## config.mk

```make
export PLATFORM = sky130hd
export DESIGN_NAME = enokida_sa_cache
export DESIGN_NICKNAME = d
export VERILOG_FILES = /design/src/rtl/enokida_sa_cache.sv
export SDC_FILE = /design/constraint.sdc
export NUM_CORES = 2
export LEC_CHECK = 0
export ABC_CLOCK_PERIOD_IN_PS = 5600
export CELL_PAD_IN_SITES_DETAIL_PLACEMENT = 0
export CELL_PAD_IN_SITES_GLOBAL_PLACEMENT = 1
export CORE_ASPECT_RATIO = 0.9
export CORE_MARGIN = 1.5
export CORE_UTILIZATION = 52
export CTS_CLUSTER_SIZE = 40
export DETAILED_ROUTE_END_ITERATION = 10
export PLACE_DENSITY_LB_ADDON = 0.1
export SYNTH_ARGS = -nofsm -noshare
export SYNTH_HDL_FRONTEND = slang
export SYNTH_SLANG_ARGS = --single-unit
```

## constraint.sdc

```tcl
create_clock -name clk -period 5.6 [get_ports clk]
set_clock_uncertainty 0.2 [all_clocks]
set_input_delay 0.56 -clock clk [delete_from_list [all_inputs] [get_ports clk]]
set_output_delay 0.56 -clock clk [all_outputs]
set_load 0.005 [all_outputs]
```

## src/rtl/enokida_sa_cache.sv

```systemverilog
// Set-associative write-through data cache between the RI5CY LSU data port and data memory.
// One word per line, per-set round-robin replacement, no write-allocate, lockable saturating statistics.
module enokida_sa_cache #(
   parameter int ADDR_WIDTH = 16,
   parameter int DATA_WIDTH = 32,
   parameter int SETS       = 16,
   parameter int WAYS       = 2
) (
   input  logic                  clk,
   input  logic                  rst,
   input  logic                  proc_cache_data_req_i,
   input  logic [ADDR_WIDTH-1:0] proc_cache_data_addr_i,
   input  logic                  proc_cache_data_we_i,
   input  logic [3:0]            proc_cache_data_be_i,
   input  logic [DATA_WIDTH-1:0] proc_cache_data_wdata_i,
   output logic                  proc_cache_data_gnt_o,
   output logic                  proc_cache_data_rvalid_o,
   output logic [DATA_WIDTH-1:0] proc_cache_data_rdata_o,
   input  logic                  cache_mem_data_gnt_i,
   input  logic                  cache_mem_data_rvalid_i,
   input  logic [DATA_WIDTH-1:0] cache_mem_data_rdata_i,
   output logic                  cache_mem_data_req_o,
   output logic [ADDR_WIDTH-1:0] cache_mem_data_addr_o,
   output logic                  cache_mem_data_we_o,
   output logic [3:0]            cache_mem_data_be_o,
   output logic [DATA_WIDTH-1:0] cache_mem_data_wdata_o,
   input  logic                  flush_i,
   input  logic                  lock,
   output logic [31:0]           trans_count,
   output logic [31:0]           hit_count,
   output logic [31:0]           miss_count,
   output logic [1:0]            state_dbg
);

   localparam int IDX_W = $clog2(SETS);
   localparam int TAG_W = ADDR_WIDTH - IDX_W - 2;
   localparam int WAY_W = (WAYS > 1) ? $clog2(WAYS) : 1;

   typedef enum logic [1:0] {IDLE, HIT_RESP, MEM_REQ, MEM_WAIT} state_t;
   state_t state, state_next;

   logic                  valid_q [SETS][WAYS];
   logic [TAG_W-1:0]      tags_q  [SETS][WAYS];
   logic [DATA_WIDTH-1:0] data_q  [SETS][WAYS];
   logic [WAY_W-1:0]      rr_q    [SETS];

   logic [IDX_W-1:0] req_idx, fill_idx;
   logic [TAG_W-1:0] req_tag, fill_tag;
   logic             accept, hit, all_valid;
   logic [WAY_W-1:0] hit_way, victim, victim_q;
   logic [DATA_WIDTH-1:0] rdata_q;
   logic             unused_addr_bits;

   assign req_idx  = proc_cache_data_addr_i[IDX_W+1:2];
   assign req_tag  = proc_cache_data_addr_i[ADDR_WIDTH-1:IDX_W+2];
   assign fill_idx = cache_mem_data_addr_o[IDX_W+1:2];
   assign fill_tag = cache_mem_data_addr_o[ADDR_WIDTH-1:IDX_W+2];
   assign unused_addr_bits = ^proc_cache_data_addr_i[1:0];

   assign accept                   = (state == IDLE) && proc_cache_data_req_i && !flush_i;
   assign proc_cache_data_gnt_o    = accept;
   assign proc_cache_data_rvalid_o = (state == HIT_RESP);
   assign proc_cache_data_rdata_o  = rdata_q;
   assign state_dbg                = state;

   // Parallel tag compare; victim is the lowest invalid way, else the set's round-robin pointer.
   always_comb begin
      hit       = 1'b0;
      hit_way   = '0;
      all_valid = 1'b1;
      victim    = rr_q[req_idx];
      for (int w = 0; w < WAYS; w++) begin
         if (valid_q[req_idx][w] && (tags_q[req_idx][w] == req_tag)) begin
            hit     = 1'b1;
            hit_way = WAY_W'(w);
         end
      end
      for (int w = WAYS - 1; w >= 0; w--) begin
         if (!valid_q[req_idx][w]) begin
            all_valid = 1'b0;
            victim    = WAY_W'(w);
         end
      end
   end

   always_ff @(posedge clk) begin
      if (rst) state <= IDLE;
      else     state <= state_next;
   end

   always_comb begin
      state_next = state;
      case (state)
         IDLE:     if (accept) state_next = (hit && !proc_cache_data_we_i) ? HIT_RESP : MEM_REQ;
         MEM_REQ:  if (cache_mem_data_gnt_i) state_next = MEM_WAIT;
         MEM_WAIT: if (cache_mem_data_rvalid_i) state_next = HIT_RESP;
         HIT_RESP: state_next = IDLE;
         default:  state_next = IDLE;
      endcase
   end

   always_ff @(posedge clk) begin
      if (rst) begin
         rdata_q                <= '0;
         cache_mem_data_req_o   <= 1'b0;
         cache_mem_data_addr_o  <= '0;
         cache_mem_data_we_o    <= 1'b0;
         cache_mem_data_be_o    <= 4'h0;
         cache_mem_data_wdata_o <= '0;
         victim_q               <= '0;
         trans_count            <= '0;
         hit_count              <= '0;
         miss_count             <= '0;
         for (int s = 0; s < SETS; s++) begin
            rr_q[s] <= '0;
            for (int w = 0; w < WAYS; w++) valid_q[s][w] <= 1'b0;
         end
      end else begin
         if ((state == IDLE) && flush_i) begin
            for (int s = 0; s < SETS; s++)
               for (int w = 0; w < WAYS; w++) valid_q[s][w] <= 1'b0;
         end
         if (accept) begin
            cache_mem_data_addr_o  <= {proc_cache_data_addr_i[ADDR_WIDTH-1:2], 2'b00};
            cache_mem_data_we_o    <= proc_cache_data_we_i;
            cache_mem_data_be_o    <= proc_cache_data_we_i ? proc_cache_data_be_i : 4'hF;
            cache_mem_data_wdata_o <= proc_cache_data_wdata_i;
            victim_q               <= victim;
            if (proc_cache_data_we_i || !hit) cache_mem_data_req_o <= 1'b1;
            if (!proc_cache_data_we_i && hit) rdata_q <= data_q[req_idx][hit_way];
            if (!proc_cache_data_we_i && !hit && all_valid)
               rr_q[req_idx] <= (rr_q[req_idx] == WAY_W'(WAYS - 1)) ? '0 : rr_q[req_idx] + 1'b1;
            if (!lock) begin
               if (trans_count != 32'hFFFF_FFFF) trans_count <= trans_count + 1;
               if (hit && (hit_count != 32'hFFFF_FFFF)) hit_count <= hit_count + 1;
               if (!hit && (miss_count != 32'hFFFF_FFFF)) miss_count <= miss_count + 1;
            end
         end
         if ((state == MEM_REQ) && cache_mem_data_gnt_i) cache_mem_data_req_o <= 1'b0;
         if ((state == MEM_WAIT) && cache_mem_data_rvalid_i) begin
            rdata_q <= cache_mem_data_we_o ? '0 : cache_mem_data_rdata_i;
            if (!cache_mem_data_we_o) valid_q[fill_idx][victim_q] <= 1'b1;
         end
      end
   end

   // Line storage needs no reset: a line is only ever read while its valid bit is set.
   always_ff @(posedge clk) begin
      if (!rst) begin
         if (accept && proc_cache_data_we_i && hit) begin
            for (int b = 0; b < 4; b++)
               if (proc_cache_data_be_i[b])
                  data_q[req_idx][hit_way][8*b +: 8] <= proc_cache_data_wdata_i[8*b +: 8];
         end
         if ((state == MEM_WAIT) && cache_mem_data_rvalid_i && !cache_mem_data_we_o) begin
            tags_q[fill_idx][victim_q] <= fill_tag;
            data_q[fill_idx][victim_q] <= cache_mem_data_rdata_i;
         end
      end
   end

endmodule

```

=== Word-level counts from Yosys, hierarchy flattened ===
Memories as Yosys holds them, arrays and structs flattened.
Cells that the tools add are included.

* Divide/modulo/power cells: 0
* Reductions and logical operators: 35
* Shift operators: 0
* $mul: 0
* Bitwise gates (word level): 227
* Mux-type cells: 301
* Magnitude comparators: 4
* $add $sub $neg: 4
* Equal/unequal tests: 11

{| class="wikitable"
|+ Operators with widths
! kind !! count
|-
| two-way mux 64 bit || 7
|-
| two-way mux 32 bit || 9
|-
| two-way mux 1 bit || 261
|-
| bitwise OR 1 bit || 224
|-
| demux 32 bit (select 1 bit) || 5
|-
| adder 32 x 1 -> 32 bit (second input constant) || 3
|-
| != test 32 bit (second input constant) || 3
|-
| OR reduction 64 bit || 1
|-
| two-way mux 24 bit || 1
|-
| equality test 10 bit || 2
|-
| two-way mux 20 bit || 1
|-
| logical AND 1 bit || 17
|-
| two-way mux 16 bit || 1
|-
| two-way mux 4 bit || 4
|-
| two-way mux 2 bit || 7
|-
| AND reduction 3 bit || 4
|-
| demux 10 bit (select 1 bit) || 1
|-
| two-way mux 10 bit || 1
|-
| two-way mux 8 bit || 1
|-
| one-hot mux 2 bit (4 select lines) || 1
|-
| != test 2 bit (second input constant) || 3
|-
| equality test 2 bit (second input constant) || 2
|-
| >= comparator 2 bit (second input constant) || 2
|-
| logical NOT 1 bit || 4
|-
| 12 further kinds || 17
|}

* Bits of input ports: 92
* Bits in registers: 183
* Latch bits: 0
* Output and inout port bits: 186
* Memories: 4
* RAM bits: 1392
* Logic and storage cells: 597
* Bits in read-only memories: 0

{| class="wikitable"
|+ Memory list
! memory !! depth !! width !! read ports !! clocked after Yosys merged registers in !! wr ports !! RTL line !! text
|-
| data_q || 16 || 64 || 1 || 0 || 1 || 44 || <nowiki>logic [DATA_WIDTH-1:0] data_q [SETS][WAYS];</nowiki>
|-
| tags_q || 16 || 20 || 1 || 0 || 1 || 43 || <nowiki>logic [TAG_W-1:0] tags_q [SETS][WAYS];</nowiki>
|-
| valid_q || 16 || 2 || 1 || 0 || 16 || 42 || <nowiki>logic valid_q [SETS][WAYS];</nowiki>
|-
| rr_q || 16 || 1 || 1 || 0 || 16 || 45 || <nowiki>logic [WAY_W-1:0] rr_q [SETS];</nowiki>
|}

=== Depth between registers and ports, before layout ===
An unclocked memory read counts as a cell.

* Depth in word-level cells: 14
* Depth in mapped cells: 15
* Gate-level depth less buffers: 9

=== Least setup slack after synthesis ===
Ideal clock, no wire load.

* Kind: input to register
* From: input proc_cache_data_addr_i[3]
* To: memory data_q[10][10] (netlist name), enable pin
* Stages on the path: 11
* Library setup time: 0.370 ns
* Data required time: 5.030 ns
* Buffers on the path: 4
* Slack: 1.440 ns
* Arrival: 3.590 ns
* Path through: buf_6 > buf_6 > mux4_2 > mux4_2 > xor2_1 > a2111oi_4 > o211a_4 > buf_2 > a31oi_1 > clkbuf_1 > nor2_1

* Longest elaborated chain between the ends: 14
* Elaborated cells on any way between the ends: 36
* Those cells by class: order compare (2); eq/ne (2); mux (22); bitwise (4); reduce/logical (4); memory (2)

{| class="wikitable"
|+ RTL lines
! element !! RTL line !! text
|-
| from (decl) || 12 || <nowiki>input logic [ADDR_WIDTH-1:0] proc_cache_data_addr_i,</nowiki>
|-
| memory (16 x 20 bit) || - ||
|-
| equality test 10 bit || 73 || <nowiki>if (valid_q[req_idx][w] && (tags_q[req_idx][w] == req_tag)) begin</nowiki>
|-
| logical AND 1 bit || 73 ||
|-
| two-way mux 1 bit || 73 ||
|-
| NOT 1 -> 2 bit (implied by the code) || 153 || <nowiki>data_q[req_idx][hit_way][8*b +: 8] <= proc_cache_data_wdata_i[8*b +: 8];</nowiki>
|-
| >= comparator 2 bit (implied by the code) / < comparator 2 x 1 -> 1 bit (equally long branches) || 153 ||
|-
| logical AND 1 bit (implied by the code) || 153 ||
|-
| two-way mux 16 bit (implied by the code) || 153 ||
|-
| demux 32 bit (select 1 bit) || 153 ||
|-
| two-way mux 64 bit (implied by the code) || 153 ||
|-
| bitwise OR 1 bit (no source line) (3 in series) || - ||
|-
| two-way mux 64 bit (no source line) || - ||
|-
| to (decl) || 44 ||
|}

Several ways; a longest one is shown, not always the timed one.

=== Final worst setup path ===
* From: input proc_cache_data_addr_i[2]
* To: memory data_q[13][50] (netlist name), enable pin

* Longest elaborated chain between the ends: 13
* Elaborated cells on any way between the ends: 36
* Those cells by class: order compare (2); eq/ne (2); mux (22); bitwise (4); reduce/logical (4); memory (2)

{| class="wikitable"
|+ RTL lines
! element !! RTL line
|-
| memory (16 x 20 bit) || -
|-
| equality test 10 bit || 73
|-
| logical AND 1 bit || 73
|-
| two-way mux 1 bit || 73
|-
| NOT 1 -> 2 bit (implied by the code) / two-way mux 1 bit (equally long branches) || 153, 73
|-
| >= comparator 2 bit (implied by the code), or another cell as far along || 153
|-
| logical AND 1 bit (implied by the code) / two-way mux 1 bit (equally long branches) || 153, 150
|-
| two-way mux 24 bit (implied by the code) / two-way mux 1 bit (equally long branches) || 153, 149
|-
| demux 32 bit (select 1 bit) / two-way mux 64 bit (equally long branches) || 153
|-
| two-way mux 64 bit (implied by the code) / bitwise OR 1 bit (equally long branches) || -
|-
| bitwise OR 1 bit (no source line) (2 in series) || -
|-
| two-way mux 64 bit (no source line) || -
|}

Several ways; a longest one is shown, not always the timed one.

==> metrics.csv <==
stage;metric;value;unit
grt;grt_start_max_net_pins;111;
critical_path;path_cells;dlygate4sd3_1, buf_8, inv_2, buf_4, mux2i_1, xnor2_1, nand2_1, nor4_1, o211ai_1, and3_1, a21oi_2, nor2_1, buf_4;
critical_path;cp.arrival;5070;ps
timing;slew_headroom;16.2;%
clocking;htreeDepth;4;
job;timing.max_cap.violations;0;
clocking;cts_tree;yes;
route;dr.pass1.iters;6;
logic_synthesis;yosysMostFrequentCell;edfxtp_1;
clocking;clock_sinks;1575;
min_path;hold_end;cache_mem_data_wdata_o[13];
grt;overflow;0;
critical_path;cp_common_cell;buf_4;
pwr;switching_power;5140;uW
outcome;status;completed;
timing;setup-tns-final;0;ps
timing;maxSlewViolCount;0;
logic_synthesis;netlist_area;0.0632;mm^2
timing;hold_viol;0;
placement;io_buffers;273;
pwr;seqPwrFrac;52.3;%
critical_path;crit_path_top_delay_cell;a21oi_2;
cells_and_area;synthToLayoutAreaGrowth;16.8;%
die;dieArea;0.124;mm^2
critical_path;cp_top_family;buffers and inverters;
pwr;swShare;21.0;%
cells_and_area;drive_above_1_share;21.8;%
die;fp-row-count;121;
logic_synthesis;ys_seq_elements;1575;
critical_path;reg2reg_depth;9;
route;routed_via_density;6.05;
timing;timing.fmax;211;MHz
route;vias;35100;
pwr;p_int;19300;uW
die;die_w;370;um
grt;grt_pass1_vias;35100;
timing;min_period;4730;ps
critical_path;critical_path.startpoint_type;input port;
route;drt_iter0_markers;3765;
clocking;worstSkewPairLatency;780;ps
critical_path;worstPathRequired;5940;ps
logic_synthesis;avgSynthCellArea;17.3;um^2
die;ios;278;
placement;dpl_cell_area;0.0687;mm^2
min_path;hold_depth;3;
critical_path;r2r-end;data_q[13][50];
timing;tightest_slew;1250;ps
route;wirelength;160000;um
pwr;power.density;331;mW/mm^2
logic_synthesis;yosys-top-cells-count;edfxtp_1, mux4_2, nand2_1;
logic_synthesis;yosysTopAreaCellShare;64.6;%
pwr;pwr-share-clk;42.6;%
critical_path;reg2reg_from;tags_q[15][0];
timing;rsz0062_at_grt;no;
logic_synthesis;synthCells;3648;
critical_path;criticalPathCategory;input port to flip-flop;
grt;grtUsageTotal;26.2;%
logic_synthesis;async_flop_share;0;%
min_path;holdCritStartpoint;proc_cache_data_wdata_i[13];
route;drc;0;
clocking;numCtsBuffers;158;
placement;gp_congestion;0.825;
clocking;cts.clk_slew.worst_paths;70;ps
timing;finalCritPeriodShare;84.5;%
timing;setup_viol;0;
pwr;total_power;24500;uW
die;fp.dieH;334;um
cells_and_area;fin_area;0.0738;mm^2
critical_path;cp_num_buf_inv;5;
grt;antenna_found_initial;2;
pwr;pwr-share-comb;5.2;%
die;start_util;52.3;%
logic_synthesis;synth-main-ff-cell;edfxtp_1;
critical_path;r2r_slack;1180;ps
cells_and_area;nets;4175;
route;drtAntennaViolNets;0;
route;wire_per_inst;27.5;um
logic_synthesis;yosysSeqAreaShare;71.4;%
pwr;peakVddDrop;0.326;mV
min_path;hp-class;input port to flip-flop;
critical_path;cp_num_cells;13;
clocking;cts_root_buf;clkbuf_16;
critical_path;cp_max_fo;38;
pwr;p_leak;0.0242;uW
cells_and_area;fin_util;61.1;%
clocking;clk_path_buf_depth;3;
critical_path;critPathCaptureType;flip-flop;
logic_synthesis;yosys_warnings;0;
die;core;0.121;mm^2
placement;hpwl;102000;um
logic_synthesis;yosys.area.top_type;edfxtp_1;
logic_synthesis;synth_edf_count;1360;
critical_path;max_stage_delay;910;ps
logic_synthesis;post_synth_num_cell_types;67;
logic_synthesis;synth_area_leaders;edfxtp_1, mux4_2, dfxtp_1;
grt;grt_pass1_wl;237000;um
==> worst max path at each step <==
stage          slack (ps)        endpoint                      start
6_report              870  data_q[13][50]  proc_cache_data_addr_i[2]
5_1_grt               660  data_q[13][50]  proc_cache_data_addr_i[2]
4_1_cts               860  data_q[13][50]  proc_cache_data_addr_i[2]
3_5_place_dp          280  data_q[13][50]  proc_cache_data_addr_i[3]
3_3_place_gp          360  data_q[13][50]  proc_cache_data_addr_i[3]
2_1_floorplan        1440  data_q[10][10]  proc_cache_data_addr_i[3]
==> cells in the final DEF (no fill, tap or decap), types with 34 or more instances in the layout <==
cell type,n
edfxtp_1,1360
clkdlybuf4s50_1,268
mux2i_1,114
clkbuf_16,164
buf_4,212
a21o_1,34
dfxtp_1,215
mux4_2,376
mux2_2,58
o21ai_0,79
nand2b_1,42
nand3_1,51
nand2_1,326
clkinv_1,34
a21oi_1,136
nor2_1,247
==> power by group through the flow <==
stage	Clock [uW]	Sequential, uW	Combinational (uW)
2_1_floorplan	0	13000	731
3_3_place_gp	0	13000	1240
3_5_place_dp	0	13000	1270
4_1_cts	10600	12800	1280
5_1_grt	11000	12800	1350
6_report	10400	12800	1260
==> cell type report <==
class                      count  area [um^2]
fill                        8770        47000
sequential                  1575        45100
multi-input combinational   1828        17000
timing repair buffer         492         4460
clock buffer                 199         4270
tap                         1599         2000
clock inverter                92          842
inverter                      25         93.8
antenna                        1         2.50
==> repair_timing <==
item / 4_1_cts / 5_1_grt
setup endpoints to repair: 0 / 0
buffers inserted: 0 / 0
hold endpoints to repair: 23 / 0
gates resized for setup: 0 / 0
hold buffers: 2 / 0
==> cell families after synthesis <==
kind of cell    after synthesis  synth area share [%]
fa+ha+maj                     3                0.0594
other cells                   1               0.00593
simple gates                856                  6.17
buf+inv                     246                  1.74
mux                         550                  16.3
flops                      1575                  71.4
xor+xnor                     51                 0.707
compound gates              366                  3.61
==> through the flow <==
stage | hold slack [ps] | setup slack, ps | instances
2_1_floorplan | 221 | 1440 | 3649
3_5_place_dp | 237 | 283 | 5517
3_3_place_gp | 228 | 356 | 5517
4_1_cts | 98.7 | 863 | 5810
5_1_grt | 153 | 660 | 5810
6_report | 160 | 870 | 5811
==> per-layer routing <==
layer,share of wire [%],vias to the layer above,wire (um),GRT usage [%]
met4,1.9,2,3030,6.37
met1,42,18200,66900,37.7
met5,0.0081,-,13,0
met2,48,1431,76500,41.2
met3,8.3,209,13200,5.78
li1,-,15300,-,-
==> registers in the layout, indices dropped and copies added (netlist names), 14 cells and up <==
name	count
valid_q	32
data_q	1024
rr_q	16
tags_q	320
cache_mem_data_addr_o	14
cache_mem_data_wdata_o	32
miss_count	32
proc_cache_data_rdata_o	32
hit_count	32
trans_count	32
==> worst min-delay path, delay by kind of cell <==
kind            cells  cell delay (ps)
buf+inv             1              420
compound gates      1               50
simple gates        1               70
Power figures use the tool's default switching activity.
